==> config.mk <==
export PLATFORM = sky130hd
export DESIGN_NAME = alu_uart_ctrl
export DESIGN_NICKNAME = d
export VERILOG_FILES = /design/src/rtl/alu_uart_ctrl.sv
export SDC_FILE = /design/constraint.sdc
export NUM_CORES = 1
export LEC_CHECK = 0
export ABC_AREA = 1
export CAP_MARGIN = 20
export CORE_MARGIN = 2
export CORE_UTILIZATION = 43
export CTS_CLUSTER_SIZE = 14
export DETAILED_ROUTE_END_ITERATION = 10
export HOLD_SLACK_MARGIN = 0.08
export PLACE_DENSITY = 0.78
export SYNTH_ARGS = -nofsm -noshare
export SYNTH_HDL_FRONTEND = slang
export SYNTH_SLANG_ARGS = --single-unit
==> constraint.sdc <==
create_clock -name i_clock -period 1.6 [get_ports i_clock]
set_input_delay 0.32 -clock i_clock [delete_from_list [all_inputs] [get_ports i_clock]]
set_output_delay 0.32 -clock i_clock [all_outputs]
set_load 0.005 [all_outputs]
==> src/rtl/alu_uart_ctrl.sv <==
// alu_uart_ctrl: collects a three-byte frame (operand A, operand B, opcode) from a UART receiver.
// It drives the operands to an external combinational ALU and transmits the one-byte result.
//
// Parameters:
//   DATA_WIDTH    - width of operands, result and UART bytes
//   OP_WIDTH      - opcode width, taken from the LSBs of the op byte
//   TIMEOUT_TICKS - i_tick pulses allowed between frame bytes (only with ALU_UART_TIMEOUT_EN)
//
// Ports:
//   i_clock, i_reset       - clock and asynchronous active-high reset
//   i_tick                 - baud tick, used only by the inter-byte timeout
//   i_rx_done, i_rx_data   - received byte strobe and data
//   i_alu_result           - combinational ALU result for o_alu_a/b/op
//   i_tx_done              - transmitter frame-complete pulse
//   o_alu_a/b/op           - captured operands and opcode
//   o_tx_start, o_tx_data  - one-cycle transmit request and the byte to send
//   o_busy                 - high while a frame is in progress
//   o_overrun              - sticky, a byte arrived while not accepting
//   o_timeout              - one-cycle pulse when a partial frame is abandoned
//
// Build option: define ALU_UART_TIMEOUT_EN to enable the inter-byte timeout.
// Without it the FSM waits forever for the next byte and o_timeout stays 0.

module alu_uart_ctrl #(
  parameter int unsigned DATA_WIDTH    = 8,
  parameter int unsigned OP_WIDTH      = 6,
  parameter int unsigned TIMEOUT_TICKS = 2560
) (
  input  logic                  i_clock,
  input  logic                  i_reset,
  input  logic                  i_tick,
  input  logic                  i_rx_done,
  input  logic [DATA_WIDTH-1:0] i_rx_data,
  input  logic [DATA_WIDTH-1:0] i_alu_result,
  input  logic                  i_tx_done,
  output logic [DATA_WIDTH-1:0] o_alu_a,
  output logic [DATA_WIDTH-1:0] o_alu_b,
  output logic [OP_WIDTH-1:0]   o_alu_op,
  output logic                  o_tx_start,
  output logic [DATA_WIDTH-1:0] o_tx_data,
  output logic                  o_busy,
  output logic                  o_overrun,
  output logic                  o_timeout
);

  typedef enum logic [2:0] {
    StIdleA  = 3'd0,
    StWaitB  = 3'd1,
    StWaitOp = 3'd2,
    StSend   = 3'd3,
    StWaitTx = 3'd4
  } state_e;

  state_e                state_q, state_d;
  logic [DATA_WIDTH-1:0] alu_a_q, alu_a_d;
  logic [DATA_WIDTH-1:0] alu_b_q, alu_b_d;
  logic [OP_WIDTH-1:0]   alu_op_q, alu_op_d;
  logic                  tx_start_q, tx_start_d;
  logic [DATA_WIDTH-1:0] tx_data_q, tx_data_d;
  logic                  overrun_q, overrun_d;
  logic                  timeout_q, timeout_d;

`ifdef ALU_UART_TIMEOUT_EN
  localparam int unsigned CntW = $clog2(TIMEOUT_TICKS + 1);

  logic [CntW-1:0] cnt_q, cnt_d;
  logic            tick_expire;

  // The tick that brings the count up to TIMEOUT_TICKS abandons the frame.
  assign tick_expire = i_tick && (cnt_q == CntW'(TIMEOUT_TICKS - 1));
`else
  logic unused_tick;
  assign unused_tick = i_tick;
`endif

  always_comb begin
    state_d    = state_q;
    alu_a_d    = alu_a_q;
    alu_b_d    = alu_b_q;
    alu_op_d   = alu_op_q;
    tx_start_d = 1'b0;
    tx_data_d  = tx_data_q;
    overrun_d  = overrun_q;
    timeout_d  = 1'b0;
`ifdef ALU_UART_TIMEOUT_EN
    cnt_d      = '0;
`endif

    unique case (state_q)
      StIdleA: begin
        if (i_rx_done) begin
          alu_a_d = i_rx_data;
          state_d = StWaitB;
        end
      end
      StWaitB, StWaitOp: begin
        if (i_rx_done) begin
          if (state_q == StWaitB) begin
            alu_b_d = i_rx_data;
            state_d = StWaitOp;
          end else begin
            alu_op_d = i_rx_data[OP_WIDTH-1:0];
            state_d  = StSend;
          end
`ifdef ALU_UART_TIMEOUT_EN
        end else if (tick_expire) begin
          // Captured operands are kept; only the frame position is dropped.
          state_d   = StIdleA;
          timeout_d = 1'b1;
        end else if (i_tick) begin
          cnt_d = cnt_q + 1'b1;
        end else begin
          cnt_d = cnt_q;
`endif
        end
      end
      StSend: begin
        // One cycle for the ALU to settle on the newly captured opcode.
        tx_data_d  = i_alu_result;
        tx_start_d = 1'b1;
        state_d    = StWaitTx;
        if (i_rx_done) overrun_d = 1'b1;
      end
      StWaitTx: begin
        if (i_rx_done) overrun_d = 1'b1;
        if (i_tx_done) state_d = StIdleA;
      end
      default: state_d = StIdleA;
    endcase
  end

  always_ff @(posedge i_clock or posedge i_reset) begin
    if (i_reset) begin
      state_q    <= StIdleA;
      alu_a_q    <= '0;
      alu_b_q    <= '0;
      alu_op_q   <= '0;
      tx_start_q <= 1'b0;
      tx_data_q  <= '0;
      overrun_q  <= 1'b0;
      timeout_q  <= 1'b0;
    end else begin
      state_q    <= state_d;
      alu_a_q    <= alu_a_d;
      alu_b_q    <= alu_b_d;
      alu_op_q   <= alu_op_d;
      tx_start_q <= tx_start_d;
      tx_data_q  <= tx_data_d;
      overrun_q  <= overrun_d;
      timeout_q  <= timeout_d;
    end
  end

`ifdef ALU_UART_TIMEOUT_EN
  always_ff @(posedge i_clock or posedge i_reset) begin
    if (i_reset) cnt_q <= '0;
    else         cnt_q <= cnt_d;
  end
`endif

  assign o_alu_a    = alu_a_q;
  assign o_alu_b    = alu_b_q;
  assign o_alu_op   = alu_op_q;
  assign o_tx_start = tx_start_q;
  assign o_tx_data  = tx_data_q;
  assign o_busy     = (state_q != StIdleA);
  assign o_overrun  = overrun_q;
  assign o_timeout  = timeout_q;

endmodule

==> reports/results.ini, run 1 <==
[outcome]
status = finished, final reports clean

[cells_and_area]
area_delta_synth_final_pct = 45.7
nFillCells = 293
fin_util_pct = 65.2
drive_above_1_share_pct = 20.9
final_cells = 261
diodes = 0
nets = 235

[clock_tree]
cts-root-buf = clkbuf_4
clkLatencyLatePin_ps = 340
cts_tree = yes
htreeDepth = 2
cts.sinks = 35
path_clk_slew_ps = 110
numCtsBuffers = 5
clk_path_buf_depth = 2

[grt]
grt_pass1_wl_um = 5640
grt_max_degree = 25
grt-ovfl-total = 0
antenna_found_initial = 0
grt_pass1_vias = 1201
grtUsageTotal_pct = 18.6

[synth]
yosysUniqueCellTypes = 15
synth_common_cells = 62 x nand2_1, 35 x dfrtp_1, 21 x o21ai_2
yosysTopAreaCellShare_pct = 58.7
synth_most_common_cell = nand2_1
yosys.area.top_type = dfrtp_1
seq_area_frac_synth_pct = 58.7
synth_cells = 151
avgSynthCellArea_um2 = 9.89
yosys_register_bits = 35
synth-edff-count = 0
ys.flop_type = dfrtp_1
async_flop_share_pct = 100
synth_warnings = 0
syn_nets = 172
ys_top_cells_by_area = dfrtp_1 59%, nand2_1 16%, o21ai_2 12%
syn-cell-area_um2 = 1490

[worst_setup_path]
crit_buf_inv = 1
reg2regPathDepth = 5
cp_cell_sequence = clkdlybuf4s50_1
start_kind = flop
endpoint_kind = output pin
cp_max_fo = 2
critPathArrivalTime_ps = 1210
r2r_slack_ps = 300
required_ps = 1280
cp_slowest_cell = clkdlybuf4s50_1
cp_top_family = buffers and inverters
regToRegStartpoint = state_q[0]
r2r-end = o_alu_op[0]
critPathMaxStageDelay_ps = 520
critPathKind = reg2out

[floorplan]
die_w_um = 62.9
die_h_um = 62.9
ioPinCount = 55
start_util_pct = 44.7
dieArea_um2 = 3960
core-area_um2 = 3340
rows = 21

[drt]
drt_iter0_markers = 51
vias = 1201
ant_nets = 0
route.detailed.drc = 0
viasPerCell = 4.60
totalWireLength_um = 3290
first_pass_iters = 4
wl_per_cell_um = 12.6

[placed_design]
hpwl_um = 2370
finalWeightedCongestion = 0.826
io_buffers = 52
dp_cells = 249

[timing]
slew_viol_final = 0
finalSetupViolations = 0
finalHoldViolCount = 0
holdWs_ps = 291
fin_crit_sh_pct = 95.9
fmaxAchievable_mhz = 652
setup-tns-final_ps = 0
clock_skew_ps = 13.2
period_needed_ps = 1530
grt_setup_unrepaired = no

[power]
p_int_w = 0.00257
power.share.clock_pct = 11.8
pwr-share-comb_pct = 50.0
ir_worst_vdd_v = 0.000917
seqPwrFrac_pct = 38.2
fin_total_pwr_w = 0.00399
p_leak_nw = 1.13
p_sw_w = 0.00142
cellPowerDensity_nw_per_um2 = 1840
switching_share_pct = 35.6

[job]
maxCapViolations = 0

[hold_path]
min_path_type = in2async

==> worst max-delay path by stage <==
stage | end | depth (start not counted) | start
2_1_floorplan | o_alu_op[0] | 5 | state_q[0]
3_3_place_gp | o_alu_op[0] | 4 | i_rx_done
3_5_place_dp | o_alu_op[0] | 4 | i_rx_done
4_1_cts | o_alu_a[1] | 1 | o_alu_a[1]
5_1_grt | o_alu_b[1] | 1 | o_alu_b[1]
6_report | o_alu_b[3] | 1 | o_alu_b[3]
==> timing repair <==
item,4_1_cts,5_1_grt
endpoints found under the hold margin,0,0
pin swaps,0,0
gates resized for setup,3,7
setup endpoints to repair,1,7
hold buffers,0,0
setup buffers,2,2
gates cloned,0,0
==> placed cells by master (no fill, tap or decap), drive strengths merged <==
| cell type | n |
|---|---|
| nand2 | 62 |
| clkdlybuf4s50 | 44 |
| dfrtp | 35 |
| o21ai | 22 |
| inv | 13 |
| buf | 10 |
| dlymetal6s2s | 7 |
| nand3 | 7 |
| clkbuf | 6 |
| nor2 | 4 |
| clkinv | 2 |
| conb | 1 |
| clkinvlp | 1 |
| dlygate4sd2 | 1 |
==> metal layers <==
metal	global-route usage [%]	wire (um)	share of wire (%)	up-vias
li1	-	-	-	593
met1	21.7	1330	40	573
met2	31.5	1760	53	29
met3	5.77	144	4.4	6
met4	7.50	61	1.9	0
met5	0	0	0	-
==> sequential cells by signal (all words and copies together) (netlist names) <==
name and count:
o_alu_a 8, o_alu_b 8, o_alu_op 6, o_overrun 1
o_tx_data 8, o_tx_start 1, state_q 3
==> worst min-delay path, stage by stage <==
cell             delay [ps]
clkdlybuf4s50_1         400
inv_1                    80
buf_4                   190
==> cells by family after synthesis <==
kind of cell	after synthesis	share of synthesized area, %
compound gates	22	12.7
buf+inv	20	7.29
simple gates	73	21.1
other cells	1	0.251
flops	35	58.7
==> metrics by stage <==
| stage | worst slack [ps] | instance area, um^2 |
|---|---|---|
| 5_1_grt | 1.80 | 2170 |
| 2_1_floorplan | 462 | 1490 |
| 3_3_place_gp | 7.88 | 2070 |
| 4_1_cts | 14.5 | 2140 |
| 6_report | 65.4 | 2170 |
| 3_5_place_dp | -53.6 | 2070 |
==> power by group through the flow <==
| stage | registers (W) | logic, W | clock network, W |
|---|---|---|---|
| 2_1_floorplan | 0.00157 | 0.000920 | 0 |
| 3_3_place_gp | 0.00154 | 0.00189 | 0 |
| 3_5_place_dp | 0.00156 | 0.00195 | 0 |
| 4_1_cts | 0.00153 | 0.00201 | 0.000486 |
| 5_1_grt | 0.00157 | 0.00219 | 0.000520 |
| 6_report | 0.00153 | 0.00200 | 0.000470 |
==> cell type report <==
type                            count  area [um^2]  area share [%]
Sequential cell                    35          878            40.4
Tap cell                           46         57.6            2.65
Inverter                           14         52.6            2.42
Clock buffer                        6         41.3            1.90
Timing Repair Buffer               62          624            28.7
Multi-Input combinational cell     96          508            23.4
Clock inverter                      2         12.5           0.575
No activity file was read; power rests on OpenSTA's default activity.
==> run 2, diff against run 1 <==
Settings changed: CORE_ASPECT_RATIO set to 1.2, CORE_MARGIN 2 to unset.
==> run 2 against run 1 <==
Against the previous run: critical path depth is the same; worst hold slack gained 94 ps; final cell count shrank 4.6%; fmax grew 1.7%; highest routed layer unchanged; largest cell class unchanged; total power grew 2.9%; sequential power is essentially flat.
==> reports/results.ini, run 2 (same netlist as run 1, synthesis figures left out) <==
[outcome]
status = finished, final reports clean

[worst_setup_path]
crit_buf_inv = 1
cp_slowest_cell = clkdlybuf4s50_1
r2r_slack_ps = 310
cp_cell_sequence = clkdlybuf4s50_1
endpoint_kind = output pin
cp_max_fo = 2
critPathMaxStageDelay_ps = 540
required_ps = 1280
start_kind = flop
critPathKind = reg2out
cp_top_family = buffers and inverters
critPathArrivalTime_ps = 1190

[clock_tree]
cts.sinks = 35
clkLatencyLatePin_ps = 290
numCtsBuffers = 5
cts-hold-fix-buffers = 0
cts-root-buf = clkbuf_8
cts_tree = yes
clk_path_buf_depth = 2
path_clk_slew_ps = 70
htreeDepth = 2

[cells_and_area]
mostFrequentLayoutCells = 62 x nand2_1, 51 x clkdlybuf4s50_1, 34 x dfrtp_1
multiInputGateArea_um2 = 508
area_delta_synth_final_pct = 44.0
diodes = 0
nets = 232
final_cells = 249
layout_commonest_cell = nand2_1
final_area_um2 = 2150
register_area_um2 = 877
nFillCells = 272
drive_above_1_share_pct = 18.9

[power]
seqPwrFrac_pct = 37.1
p_int_w = 0.00269
switching_share_pct = 34.6
cellPowerDensity_nw_per_um2 = 1910
p_leak_nw = 1.04
power.share.clock_pct = 14.7
p_sw_w = 0.00142
pwr-share-comb_pct = 48.2
ir_worst_vdd_v = 0.00130

[grt]
use_met1_pct = 20.5
grt_max_degree = 36
top_usage_layer = met2
grt-ovfl-total = 0
grtUsageTotal_pct = 19.7
grt_pass1_vias = 1194
antenna_found_initial = 0
use_met2_pct = 34.3
grtUsageMet3_pct = 7.96
grt_pass1_wl_um = 5420

[drt]
vias = 1191
first_pass_iters = 4
totalWireLength_um = 3270
wl_per_cell_um = 13.1
route.detailed.drc = 0
viasPerCell = 4.78
drt_iter0_markers = 24
ant_nets = 0

[timing]
finalHoldViolCount = 0
period_needed_ps = 1510
grt_setup_unrepaired = no
slew_viol_final = 0
finalSetupViolations = 0
fin_crit_sh_pct = 94.3
clock_skew_ps = 6.94
fmaxAchievable_mhz = 662
holdWs_ps = 385

[floorplan]
die_h_um = 66.5
die_w_um = 55.8
dieArea_um2 = 3710
rows = 23
core-area_um2 = 3340
ioPinCount = 55
start_util_pct = 44.7

[placed_design]
hpwl_um = 2400
dp_cells = 240
dpl_cell_area_um2 = 2060
io_buffers = 52
finalWeightedCongestion = 0.720

[job]
maxCapViolations = 0

[hold_path]
min_path_type = in2async

[run 2: changes by cell type in the layout (fill, tap and decap cells not counted), moves of 3 or more]
cell	change
buf_4	-3
clkbuf_4	-5
clkbuf_8	+5
clkdlybuf4s50_1	+7
dlymetal6s2s_1	-7
[run 2: layer usage]
metal / share of wire (%) / up-vias
met2: 54 / 38
met5: 0 / -
li1: - / 584
met3: 6.8 / 6
met4: 1.5 / 0
met1: 38 / 563
[run 2: stage by stage]
step           util [%]  power [W]  setup slack (ps)  TNS (ps)
6_report           64.4    0.00411              90.4         0
5_1_grt            64.4    0.00440              48.0         0
2_1_floorplan         -    0.00249               462         0
3_5_place_dp       61.7    0.00352             -32.7      -139
4_1_cts            64.4    0.00416              81.9         0
3_3_place_gp       61.7    0.00342             -3.36     -3.36
[run 2: final timing paths]
| kind | from | to | cells after the start |
|---|---|---|---|
| hold reg to reg | o_alu_b[6] | o_alu_b[6] | 2 |
| setup / recovery | o_alu_a[1] | o_alu_a[1] | 1 |
| hold / removal | i_reset | o_alu_a[1] | 3 |
| setup reg to reg | state_q[0] | o_alu_op[4] | 5 |
| max in group asynchronous | i_reset | state_q[2] | 3 |
| min in group i_clock | o_alu_b[6] | o_alu_b[6] | 2 |
[run 2: cell type report]
class	count	area share, %
clock inverters	1	0.233
clock buffers	7	3.55
inverters	14	2.44
repair buffers	59	27.2
flip-flops and latches	35	40.8
well taps	37	2.15
multi-input cells	96	23.6
[run 2: timing repair]
action,CTS,global route
resized for setup,2,0
hold endpoints to repair,0,0
setup buffers,1,0
endpoints found under the setup margin,1,0
[run 2: power by group through the flow]
stage          registers, W  logic (W)  clock network, W
4_1_cts             0.00153    0.00201          0.000620
6_report            0.00153    0.00198          0.000604
2_1_floorplan       0.00157   0.000920                 0
3_3_place_gp        0.00153    0.00189                 0
5_1_grt             0.00157    0.00217          0.000659
3_5_place_dp        0.00155    0.00198                 0
==> run 3, diff against run 2 <==
Settings changed: CORE_ASPECT_RATIO 1.2 to 2.
==> run 3 against run 2 <==
Against the previous run: the run now ends with DRC left; global-route usage up 1.1 points; clock skew decreased by 1.4 ps; via count up 1.1%; final cell count is 2.0% lower; flip-flop and latch count stayed put; non-clock buffer count did not move; final area increased by 1.8%; sequential share of layout area fell by 0.67 points; setup slack improved by 24 ps; critical endpoint is now o_alu_op[3].
==> reports/results.ini, run 3 (same netlist as run 1, synthesis figures left out) <==
[outcome]
status = finished with violations
violations = DRC

[cells_and_area]
drive_above_1_share_pct = 20.3
diodes = 0
layout_commonest_cell = nand2_1
nets = 232
mostFrequentLayoutCells = 62 x nand2_1, 51 x clkdlybuf4s50_1, 33 x dfrtp_1
area_delta_synth_final_pct = 46.6
fin_util_pct = 65.5
nFillCells = 265
final_area_um2 = 2190

[clock_tree]
clkLatencyLatePin_ps = 280
numCtsBuffers = 5
cts_tree = yes
clk_path_buf_depth = 2
cts-root-buf = clkbuf_8
htreeDepth = 2
cts-hold-fix-buffers = 0
path_clk_slew_ps = 70
cts.sinks = 35

[floorplan]
die_w_um = 43.7
ioPinCount = 55
die_h_um = 85.3
rows = 30
dieArea_um2 = 3730
core-area_um2 = 3340
start_util_pct = 44.7

[power]
ir_worst_vdd_v = 0.00147
cellPowerDensity_nw_per_um2 = 1970
fin_total_pwr_w = 0.00432
p_leak_nw = 1.06

[worst_setup_path]
required_ps = 1280
regToRegStartpoint = state_q[0]
cp_cell_sequence = clkdlybuf4s50_1
crit_end = o_alu_op[3]
path_depth = 1
crit_buf_inv = 1
startpoint = o_alu_op[3]
r2r_slack_ps = 310
endpoint_kind = output pin
critPathArrivalTime_ps = 1170
start_kind = flop
critPathKind = reg2out
cp_slowest_cell = clkdlybuf4s50_1
r2r-end = o_alu_op[0]
cp_top_family = buffers and inverters
cp_max_fo = 2
critPathMaxStageDelay_ps = 520
reg2regPathDepth = 5

[timing]
holdWs_ps = 379
grt_setup_unrepaired = no
fmaxAchievable_mhz = 673
clock_skew_ps = 5.53
setup-tns-final_ps = 0
period_needed_ps = 1490
slew_viol_final = 0
fin_crit_sh_pct = 92.8
finalSetupViolations = 0
finalHoldViolCount = 0

[grt]
grtUsageTotal_pct = 20.8
antenna_found_initial = 0
grt_max_degree = 36
grt-ovfl-total = 0
grt_pass1_vias = 1256
grt_pass1_wl_um = 5690

[placed_design]
hpwl_um = 2540
io_buffers = 52
finalWeightedCongestion = 0.773
dpl_cell_area_um2 = 2060

[drt]
vias = 1204
route.detailed.drc = 2
viasPerCell = 4.93
ant_nets = 0
totalWireLength_um = 3410
drt_iter0_markers = 30
wl_per_cell_um = 14.0
first_pass_iters = 7

[hold_path]
min_path_type = in2async

[job]
maxCapViolations = 0

## run 3: power by group
| part | internal, W | switching, W |
|---|---|---|
| registers | 0.00130 | 0.000237 |
| clock network | 0.000463 | 0.000311 |
| logic | 0.00111 | 0.000903 |
| total | 0.00287 | 0.00145 |
## run 3: cell type report
cell class	count	area (um^2)	area share, %
clock buffer	5	68.8	3.14
clock inverter	3	43.8	2.00
inverter	14	52.6	2.40
multi-input combinational	96	508	23.2
sequential	35	878	40.1
tap	32	40.0	1.83
timing repair buffer	59	597	27.3
## run 3: worst min path at each step
stage | to | from | cells after the start
after floorplan | o_overrun | i_rx_done | 2
after global placement | o_overrun | o_overrun | 2
after detailed placement | o_overrun | o_overrun | 2
after CTS | o_alu_b[6] | i_reset | 3
after global routing | o_overrun | i_reset | 3
final | o_alu_a[7] | i_reset | 3
## run 3: repair_timing
| action | in CTS | in global routing |
|---|---|---|
| gates resized for setup | 3 | 0 |
| setup endpoints to repair | 1 | 0 |
| setup buffers | 2 | 0 |
## run 3: per-stage QoR
step                std cells  setup WS, ps
floorplan                 151           462
global placement          234          29.3
detailed placement        234         -14.3
CTS                       244          96.6
global route              244          61.2
finish                    244           115
## run 3: per-layer routing
metal | track usage [%] | share of wire [%] | up-vias | wire length, um
met5 | 0 | 0 | - | 0
met4 | 9.94 | 2.7 | 0 | 91
met3 | 5.11 | 3.9 | 9 | 134
met2 | 36.4 | 58 | 36 | 1970
met1 | 22.4 | 36 | 575 | 1210
li1 | - | - | 584 | -
